<file path="src/rtl/bcd_pkg.sv">
// Shared types and constants for the BCD display scan controller:
// FSM encoding, special glyphs, digit count and the double-dabble adjust step.
package bcd_pkg;

   typedef enum logic [1:0] {
      ST_IDLE = 2'd0,
      ST_CONV = 2'd1,
      ST_DONE = 2'd2
   } bcd_state_e;

   localparam int        NUM_DIGITS = 4;
   localparam logic [0:6] SEG_BLANK = 7'b1111111;
   localparam logic [0:6] SEG_MINUS = 7'b1111110;

   // Add 3 to every BCD nibble that is 5 or more, ahead of the shift.
   function automatic logic [11:0] dabble_adjust(input logic [11:0] b);
      logic [11:0] r;
      for (int i = 0; i < 3; i++) begin
         r[4*i +: 4] = (b[4*i +: 4] >= 4'd5) ? (b[4*i +: 4] + 4'd3) : b[4*i +: 4];
      end
      return r;
   endfunction

endpackage

</file>
<file path="src/rtl/bcd_scan_bcd7seg.sv">
// Combinational BCD digit to active-low seven-segment glyph, bit 0 = segment a.
// Non-decimal codes render blank.
module bcd7seg
   import bcd_pkg::*;
(
   input  logic [3:0] digit,
   output logic [0:6] seg
);

   always_comb begin
      seg = SEG_BLANK;
      case (digit)
         4'd0: seg = 7'b0000001;
         4'd1: seg = 7'b1001111;
         4'd2: seg = 7'b0010010;
         4'd3: seg = 7'b0000110;
         4'd4: seg = 7'b1001100;
         4'd5: seg = 7'b0100100;
         4'd6: seg = 7'b0100000;
         4'd7: seg = 7'b0001111;
         4'd8: seg = 7'b0000000;
         4'd9: seg = 7'b0000100;
         default: seg = SEG_BLANK;
      endcase
   end

endmodule

</file>
<file path="src/rtl/bcd_scan_ctrl.sv">
// Captures a signed-magnitude result, converts it to BCD by shift-add-3 and
// scans it onto a 4-digit display. Define BCD_LZB_EN for leading-zero blanking.
module bcd_scan_ctrl
   import bcd_pkg::*;
#(
   parameter int WIDTH    = 9,
   parameter int SCAN_DIV = 50000
) (
   input  logic             CLK_50,
   input  logic             RST,
   input  logic [WIDTH-1:0] Value,
   input  logic             Neg,
   input  logic             Load,
   output logic             Busy,
   output logic [0:6]       SSeg,
   output logic [3:0]       an
);

   localparam int PW    = $clog2(SCAN_DIV);
   localparam int CW    = $clog2(WIDTH);
   localparam int IDX_W = $clog2(NUM_DIGITS);
   localparam logic [PW-1:0] PRESC_MAX = PW'(SCAN_DIV - 1);
   localparam logic [CW-1:0] CNT_MAX   = CW'(WIDTH - 1);

`ifdef BCD_LZB_EN
   localparam logic LZB = 1'b1;
`else
   localparam logic LZB = 1'b0;
`endif

   bcd_state_e       state_q, state_d;
   logic [CW-1:0]    cnt_q, cnt_d;
   logic [WIDTH-1:0] shift_q, shift_d;
   logic [11:0]      bcd_q, bcd_d;
   logic             neg_cap_q, neg_cap_d;
   logic [11:0]      disp_q, disp_d;
   logic             sign_q, sign_d;
   logic [PW-1:0]    presc_q, presc_d;
   logic [IDX_W-1:0] idx_q, idx_d;
   logic [3:0]       an_q, an_d;
   logic [0:6]       sseg_q, sseg_d;

   logic [11:0] bcd_adj;
   logic        unused_adj_msb;
   logic [3:0]  nib;
   logic [0:6]  glyph;
   logic        blank_hund, blank_tens;

   assign bcd_adj = dabble_adjust(bcd_q);
   // Hundreds never exceeds 2 before the final shift, so its top bit is always shifted out.
   assign unused_adj_msb = bcd_adj[11];

   always_comb begin
      state_d   = state_q;
      cnt_d     = cnt_q;
      shift_d   = shift_q;
      bcd_d     = bcd_q;
      neg_cap_d = neg_cap_q;
      disp_d    = disp_q;
      sign_d    = sign_q;
      case (state_q)
         ST_IDLE: begin
            if (Load) begin
               state_d   = ST_CONV;
               shift_d   = Value;
               neg_cap_d = Neg;
               bcd_d     = '0;
               cnt_d     = '0;
            end
         end
         ST_CONV: begin
            bcd_d   = {bcd_adj[10:0], shift_q[WIDTH-1]};
            shift_d = shift_q << 1;
            cnt_d   = cnt_q + 1'b1;
            if (cnt_q == CNT_MAX) state_d = ST_DONE;
         end
         ST_DONE: begin
            disp_d  = bcd_q;
            sign_d  = neg_cap_q;
            state_d = ST_IDLE;
         end
         default: state_d = ST_IDLE;
      endcase
   end

   bcd7seg u_bcd7seg (
      .digit (nib),
      .seg   (glyph)
   );

   always_comb begin
      presc_d    = (presc_q == PRESC_MAX) ? '0 : presc_q + 1'b1;
      idx_d      = (presc_q == PRESC_MAX) ? idx_q + 1'b1 : idx_q;
      an_d       = ~(4'b0001 << idx_q);
      blank_hund = LZB && (disp_q[11:8] == 4'd0);
      blank_tens = blank_hund && (disp_q[7:4] == 4'd0);
      nib        = disp_q[3:0];
      sseg_d     = glyph;
      case (idx_q)
         2'd1: begin
            nib = disp_q[7:4];
            if (blank_tens) sseg_d = SEG_BLANK;
         end
         2'd2: begin
            nib = disp_q[11:8];
            if (blank_hund) sseg_d = SEG_BLANK;
         end
         2'd3: sseg_d = sign_q ? SEG_MINUS : SEG_BLANK;
         default: nib = disp_q[3:0];
      endcase
   end

   always_ff @(posedge CLK_50) begin
      if (RST) begin
         state_q <= ST_IDLE;
         cnt_q   <= '0;
         disp_q  <= '0;
         sign_q  <= 1'b0;
         presc_q <= '0;
         idx_q   <= '0;
         an_q    <= 4'b1111;
         sseg_q  <= SEG_BLANK;
      end else begin
         state_q <= state_d;
         cnt_q   <= cnt_d;
         disp_q  <= disp_d;
         sign_q  <= sign_d;
         presc_q <= presc_d;
         idx_q   <= idx_d;
         an_q    <= an_d;
         sseg_q  <= sseg_d;
      end
   end

   // Conversion scratch is fully reloaded on every accepted Load.
   always_ff @(posedge CLK_50) begin
      shift_q   <= shift_d;
      bcd_q     <= bcd_d;
      neg_cap_q <= neg_cap_d;
   end

   assign Busy = (state_q != ST_IDLE);
   assign SSeg = sseg_q;
   assign an   = an_q;

endmodule

</file>
<file path="config.mk">
export PLATFORM = sky130hd
export DESIGN_NAME = bcd_scan_ctrl
export DESIGN_NICKNAME = d
export VERILOG_FILES = /design/src/rtl/bcd_pkg.sv /design/src/rtl/bcd_scan_bcd7seg.sv /design/src/rtl/bcd_scan_ctrl.sv
export SDC_FILE = /design/constraint.sdc
export NUM_CORES = 1
export LEC_CHECK = 0
export CORE_MARGIN = 2
export CORE_UTILIZATION = 35
export DETAILED_ROUTE_END_ITERATION = 16
export SLEW_MARGIN = 0
export SYNTH_ARGS = -nofsm -noshare
export SYNTH_HDL_FRONTEND = slang
export SYNTH_SLANG_ARGS = --single-unit
</file>
<file path="constraint.sdc">
create_clock -name CLK_50 -period 5.3 [get_ports CLK_50]
set_clock_uncertainty 0.2 [all_clocks]
set_input_delay 1.06 -clock CLK_50 [delete_from_list [all_inputs] [get_ports CLK_50]]
set_output_delay 1.06 -clock CLK_50 [all_outputs]
set_load 0.02 [all_outputs]
</file>
== After elaboration in Yosys (flattened, before gate mapping) ==
Memories as Yosys holds them, arrays and structs flattened.
Index checks and enable logic that the tools add are counted.

* Input port bits: 13
* Bits in read-only memories: 112
* Output and inout port bits: 12
* Memories: 1
* Register bits after elaboration: 70
* Logic and storage cells: 54

* Magnitude comparators: 3
* Reductions and logical operators: 7
* Bitwise logic cells: 1
* Shifts and indexed selects: 1
* $add $sub $neg: 6
* Eq/ne operators: 9
* Muxes and demuxes: 15

{| class="wikitable"
|+ Memories
! memory !! words !! width !! rd ports !! clocked after memory_dff !! wr ports !! RTL line !! text
|-
| (no name shown) || 16 || 7 || 1 || 0 || 0 || bcd_scan_bcd7seg.sv:12 || <nowiki>case (digit)</nowiki>
|}

{| class="wikitable"
|+ Operator list
! cell !! number
|-
| 12-bit one-hot mux with 2 select lines || 1
|-
| 9-bit one-hot mux with 2 select lines || 1
|-
| 16-bit by 1-bit adder with 16-bit output, second input constant || 1
|-
| 16-bit == test, second input constant || 1
|-
| 4-bit one-hot mux with 2 select lines || 2
|-
| 4-bit by 3-bit greater-or-equal comparator with 1-bit output, second input constant || 3
|-
| 12-bit two-way mux || 1
|-
| 4-bit two-way mux || 3
|-
| 9-bit two-way mux || 1
|-
| 4-bit by 2-bit adder with 4-bit output, second input constant || 2
|-
| 7-bit two-way mux || 1
|-
| 2-bit == test, second input constant || 3
|-
| 2-bit AND reduction || 3
|-
| 4-bit by 1-bit adder with 4-bit output, second input constant || 1
|-
| 2-bit by 1-bit == test with 1-bit output, second input constant || 2
|-
| 4-bit == test, second input constant || 1
|-
| 2-bit two-way mux || 2
|-
| 2-bit != test, second input constant || 2
|-
| 4-bit NOT || 1
|-
| 2-bit one-hot mux with 2 select lines || 1
|-
| 2-bit nonzero test || 2
|-
| 1-bit by 2-bit << shifter with 4-bit output, first input constant || 1
|-
| 3-bit by 2-bit adder with 3-bit output, second input constant || 1
|-
| 3-bit two-way mux || 1
|-
| other kinds (4) || 4
|}

== Longest topological paths before layout ==
Gate-level depths: netlist of the first run.
An unclocked memory read counts as a cell.

* Depth after elaboration: 4
* Mapped depth: 9
* Depth with buffers taken out: 9

== Modules after synthesis ==
From an unflattened synthesis of the first run, not the netlist that was laid out.

* Cells, all modules: 354
* Area total of the unflattened synthesis: 3,313.2 um2

{| class="wikitable"
|+ By module, submodules not included
! module !! area each (um2) !! seq. area each (um2) !! cells an instance !! times used
|-
| bcd_scan_ctrl || 3,103.0 || 1,621.6 || 321 || 1
|-
| bcd7seg || 210.2 || 0.0 || 33 || 1
|}

== Worst setup path before layout of the first run ==
No wires, ideal clock.

* Kind: flip-flop to flip-flop
* From: register idx_q[0]
* To: register sseg_q, in the netlist SSeg[6]
* Cell stages (with the launch flop): 10
* Data arrival time: 2.199 ns
* Library setup time: 0.140 ns
* Slack: 2.761 ns
* Path buffers: 1
* Cells stage by stage: dfxtp_1 > inv_1 > ha_1 > buf_2 > mux2i_1 > inv_1 > ha_1 > or3_1 > o32ai_1 > a31oi_1

* Longest elaborated chain between the ends: 4

{| class="wikitable"
|+ RTL lines
! what !! RTL line !! text
|-
| from (decl) || bcd_scan_ctrl.sv:39 || <nowiki>logic [IDX_W-1:0] idx_q, idx_d;</nowiki>
|-
| from (signal assigned) || bcd_scan_ctrl.sv:129 || <nowiki>idx_q <= idx_d;</nowiki>
|-
| 2-bit == test / 2-bit by 1-bit == test with 1-bit output (equally long branches) || bcd_scan_ctrl.sv:99 || <nowiki>case (idx_q)</nowiki>
|-
| 4-bit one-hot mux with 2 select lines || bcd_scan_ctrl.sv:99 ||
|-
| memory 16 x 7 bit || - ||
|-
| 7-bit two-way mux * || bcd_scan_ctrl.sv:99 ||
|-
| to (signal assigned) || bcd_scan_ctrl.sv:131 || <nowiki>sseg_q <= sseg_d;</nowiki>
|-
| to (decl) || bcd_scan_ctrl.sv:41 || <nowiki>logic [0:6] sseg_q, sseg_d;</nowiki>
|}

Mark *: on every way between the ends. The rest lies on a longest branch, timed or not.
A chain may end at the register's enable or synchronous reset.

==> results of run 1 <==
[routing by layer]
| metal | routed length [um] | GRT usage | vias up |
|---|---|---|---|
| met5 | 0 | 0 | - |
| met4 | 51 | 0.0485 | 0 |
| met3 | 216 | 0.0411 | 6 |
| met2 | 2650 | 0.200 | 38 |
| met1 | 2780 | 0.153 | 1079 |
| li1 | - | - | 1219 |
[flip-flops by register name, summed over array words and instances (netlist names), 2 cells and up]
name,count
state_q,2
idx_q,2
cnt_q,4
an,4
presc_q,16
shift_q,9
SSeg,7
disp_q,12
bcd_q,12
[worst max path at each step]
stage                                from                  to  slack (ns)
floorplan           idx_q[0]$_SDFFE_PP0N_  SSeg[6]$_SDFF_PP1_        2.76
global placement                      RST  SSeg[4]$_SDFF_PP1_        2.12
detailed placement                    RST  SSeg[4]$_SDFF_PP1_        2.04
CTS                                   RST  SSeg[4]$_SDFF_PP1_        2.42
global route                          RST  SSeg[5]$_SDFF_PP1_        2.24
finish                                RST  SSeg[4]$_SDFF_PP1_        2.40
[cell families after synthesis]
| kind of cell | after synthesis | share of synthesized area |
|---|---|---|
| and+or+nand+nor | 156 | 0.225 |
| DFF | 70 | 0.500 |
| AOI/OAI and AO/OA | 49 | 0.0922 |
| buffers and inverters | 29 | 0.0397 |
| xor gates and xnor gates | 20 | 0.0540 |
| adders and majority gates | 19 | 0.0733 |
| muxes | 5 | 0.0158 |
[layout by cell type (no fill, tap or decap), drive strengths merged, types with 5 or more instances in the layout]
cell type	Yosys	final
nor2b	5	5
a21oi	26	26
xor2	6	6
clkdlybuf4s50	0	24
clkbuf	9	13
nand2b	9	9
inv	17	18
nor2	37	37
xnor2	14	14
dfxtp	48	48
nor3	8	8
nand2	66	66
nand3	7	7
ha	19	19
edfxtp	22	22
[cell type report]
cell class / instances / area share
sequential: 70 / 0.433
multi-input combinational: 249 / 0.399
timing repair buffer: 24 / 0.0642
clock buffer: 13 / 0.0455
tap: 111 / 0.0371
inverter: 17 / 0.0170
clock inverter: 3 / 0.00434
[report_power, final]
group,internal [mW],switching [mW],leakage [nW]
clock network,0.210,0.191,0.0989
registers,0.584,0.0171,0.619
logic,0.0425,0.0548,0.658
total,0.836,0.263,1.38
[stage by stage]
| stage | hold slack [ns] | worst slack [ns] | total power [mW] | cells |
|---|---|---|---|---|
| 3_5_place_dp | 0.249 | 2.04 | 0.712 | 471 |
| 3_3_place_gp | 0.236 | 2.12 | 0.707 | 471 |
| 2_1_floorplan | 0.226 | 2.76 | 0.679 | 348 |
| 4_1_cts | 0.259 | 2.42 | 1.12 | 487 |
| 5_1_grt | 0.277 | 2.24 | 1.15 | 487 |
| 6_report | 0.255 | 2.40 | 1.10 | 487 |
[worst reg2reg max path, cell delays in order, from the launching register on]
cell     delay (ns)
dfxtp_1        0.40
inv_1          0.08
ha_1           0.46
mux2i_1        0.51
inv_1          0.13
ha_1           0.24
or3_1          0.37
o32ai_1        0.22
a31oi_1        0.06
==> results.yml, run 1 <==
run_status:
  status: "finished clean"
clock_network:
  cts_resized: 0
  cts_buffers: 9
  clk_latency_ns: 0.34
  cts_tree: "done"
  path_clk_slew_ns: 0.07
  cts_sinks: 70
  cts_setup_buffers: 0
  ctsHoldBuffers: 0
  cts_root_buf: "clkbuf_8"
  h-tree-depth: 3
  clk_path_buf_depth: 2
die:
  dieArea_um2: 10100
  die_w_um: 100
  row_count: 35
  die_h_um: 100
  core_area_um2: 9110
  start_util: 0.356
  ios: 25
finish:
  fillCellCount: 932
  fin_nets: 403
  antenna_cells: 0
  post-route-util: 0.411
  drive_gt1_frac: 0.0532
  seqCellArea_um2: 1620
  final_cell_area_um2: 3740
  multi_input_area_um2: 1490
  syn_to_final_growth_pct: 15.4
critical_path:
  cp_data_required_time_ns: 5.30
  r2r-start: "idx_q[0]$_SDFFE_PP0N_"
  cp-end-kind: "flop"
  start_kind: "primary input"
  critPathKind: "primary input to flop"
  cp.buffers_inverters: 1
  crit_family: "buffers and inverters"
  worstPathArrival_ns: 2.90
  crit_fanout: 29
  cpPeakStageDelay_ns: 0.92
  crit_slowest_cell: "clkdlybuf4s50_1"
  path_cells: "clkdlybuf4s50_1 > nor2_1 > nand2_1 > nor3_1 > a31oi_1"
  r2r_cells: 8
  r2r_slack_ns: 2.49
  reg2reg_to: "SSeg[6]$_SDFF_PP1_"
  path_depth: 5
routing:
  drc_errors: 0
  wl_per_cell_um: 11.7
  vias: 2342
  ant_nets: 0
  avgViaCountPerCell: 4.81
  drt-total-wl_um: 5700
  first_pass_iters: 4
  drtIter0Drc: 92
yosys:
  syn_area_per_cell_um2: 9.32
  synth_cell_type_count: 44
  synthArstFlopShare: 0
  netlist_top_cells_area: "dfxtp_1, edfxtp_1, nand2_1, ha_1, nor2_1"
  synthCells: 348
  yosys_warnings: 0
  ys.flop_type: "dfxtp_1"
  syn-num-nets: 380
  netlist_area_um2: 3240
  yosysMostFrequentCell: "nand2_1"
  yosys_register_bits: 70
  synth_area_leader_cell: "dfxtp_1"
  ys_seq_area_frac: 0.500
  netlist.area_leader.share: 0.296
  synth_common_cells: "nand2_1, dfxtp_1, nor2_1"
  synth-edff-count: 22
global_route:
  grt_pass1_vias: 2238
  antenna_found_initial: 0
  grt_pass1_wl_um: 9970
  grt_usage: 0.124
  grt_max_degree: 30
  overflow: 0
sta:
  period_needed_ns: 2.90
  hold_violations: 0
  slew_headroom: 0.340
  setup_viol: 0
  fmax_mhz: 345
  rsz0062_at_grt: "no"
  setup_tns_ns: 0
  tightest_slew_ns: 0.988
  maxSlewViolCount: 0
  final.period_utilization: 0.547
placed_design:
  post_dp_cell_area_um2: 3560
  port_buffers: 24
  gp_congestion: 0.784
  dpl.hpwl_um: 3990
power_and_ir_drop:
  p_per_area_nw_per_um2: 294
  ir_worst_vdd_v: 0.000155
  cellLeakagePower_nw: 1.38
hold_path:
  worstHoldStart: "disp_q[7]$_SDFFE_PP0N_"
  hold_depth: 2
  min_path_type: "flop to flop"
  min_to: "disp_q[7]$_SDFFE_PP0N_"
flow_run:
  cap_viol_max_count: 0
Power figures use the tool's default switching activity.
==> run 2: changes to the inputs <==
clock period = 2.8 ns   (was 5.3 ns; I/O delays follow)
==> results.yml, run 2 (synthesis gave the netlist of run 1 again) <==
routing:
  drt-total-wl_um: 5640
  wl_per_cell_um: 11.5
  drc_errors: 0
  avgViaCountPerCell: 4.78
  vias: 2342
  drtIter0Drc: 68
  ant_nets: 0
  first_pass_iters: 4
sta:
  period_needed_ns: 2.52
  final.period_utilization: 0.901
  fmax_mhz: 397
  maxSlewViolCount: 0
  rsz0062_at_grt: "no"
  slew_headroom: 0.434
  tightest_slew_ns: 0.849
  fin_ws_ns: 0.278
  hold_violations: 0
  setup_viol: 0
  setup_tns_ns: 0
placed_design:
  port_buffers: 24
  pre_cts_ws_ns: 0.296
  dpl.hpwl_um: 4050
  gp_congestion: 0.765
critical_path:
  start_kind: "flop"
  worstPathArrival_ns: 2.55
  crit_family: "compound AO/OA/AOI/OAI gates"
  crit_slowest_cell: "ha_1"
  critPathKind: "flop to flop"
  cp.buffers_inverters: 2
  r2r_cells: 8
  path_depth: 8
  cp_data_required_time_ns: 2.83
  cp-end-kind: "flop"
  crit_fanout: 9
  cpPeakStageDelay_ns: 0.45
  path_cells: "inv_1 > ha_1 > nor2_1 > a21oi_1 > inv_1 > ha_1 > and2_0 > o311ai_0"
finish:
  seqCellArea_um2: 1620
  largest_reg_flops: 16
  multi_input_area_um2: 1490
  antenna_cells: 0
  final_common_cell: "nand2_1"
  reg_top3: "presc_q x16, bcd_q x12, disp_q x12"
  fillCellCount: 939
  fin_nets: 407
  post-route-util: 0.415
  layout_common_cells: "nand2_1, dfxtp_1, nor2_1"
  regMostFlops: "presc_q"
  drive_gt1_frac: 0.0607
  syn_to_final_growth_pct: 16.5
clock_network:
  h-tree-depth: 3
  cts_tree: "done"
  cts_setup_buffers: 0
  path_clk_slew_ns: 0.07
  cts_buffers: 9
  clk_latency_ns: 0.34
  cts_sinks: 70
  ctsHoldBuffers: 0
  cts_root_buf: "clkbuf_8"
  clk_path_buf_depth: 2
  cts_resized: 0
global_route:
  grt_pass1_wl_um: 9780
  overflow: 0
  grt_pass1_vias: 2177
  grt_usage: 0.123
  grt_max_degree: 24
  antenna_found_initial: 0
power_and_ir_drop:
  ir_worst_vdd_v: 0.000235
  cellLeakagePower_nw: 1.39
  p_per_area_nw_per_um2: 546
flow_run:
  cap_viol_max_count: 0
die:
  ios: 25
  dieArea_um2: 10100
  die_h_um: 100
  row_count: 35
  die_w_um: 100
  start_util: 0.356
  core_area_um2: 9110
hold_path:
  min_path_type: "flop to flop"
  hold_depth: 2
run_status:
  status: "finished clean"
[run 2: cell count changes in the layout (fill, tap and decap cells not counted), sizes merged]
cell    delta
buf        +4
inv        -1
clkinv     -1
clkbuf     +1
[run 2: metrics by stage]
stage / hold slack [ns] / total power, mW / instances / instance area, um^2
floorplan: 0.226 / 1.29 / 348 / 3240
global placement: 0.242 / 1.35 / 475 / 3600
detailed placement: 0.253 / 1.35 / 475 / 3600
CTS: 0.263 / 2.09 / 490 / 3780
global route: 0.276 / 2.17 / 490 / 3780
finish: 0.261 / 2.06 / 490 / 3780
[run 2: cell type report]
type	count	area share
clock inverters	1	0.00132
clock buffers	14	0.0457
inverters	17	0.0169
multi-input cells	249	0.395
well taps	111	0.0368
repair buffers	28	0.0749
flip-flops and latches	70	0.429
[run 2: power breakdown]
part / switching [mW] / leakage, nW / internal [mW]
clock: 0.343 / 0.0926 / 0.389
combinational: 0.107 / 0.682 / 0.0870
sequential: 0.0306 / 0.619 / 1.10
[run 2: final timing paths]
path,startpoint,slack [ns],to
worst min-delay path,sign_q$_SDFFE_PP0N_,0.26,sign_q$_SDFFE_PP0N_
worst min register to register,sign_q$_SDFFE_PP0N_,0.26,sign_q$_SDFFE_PP0N_
worst max-delay path,idx_q[0]$_SDFFE_PP0N_,0.28,SSeg[5]$_SDFF_PP1_
worst max register to register,idx_q[0]$_SDFFE_PP0N_,0.28,SSeg[5]$_SDFF_PP1_
[run 2: layer usage]
layer,up-vias,track usage,part of all wire
li1,1233,-,-
met1,1060,0.148,0.49
met2,41,0.201,0.45
met3,8,0.0411,0.040
met4,0,0.0485,0.017
met5,-,0,0
[run 2: worst min-delay path: stages, from the launching register on]
cell and delay, ns:
dfxtp_1 0.31, nand2_1 0.05, a21oi_1 0.05
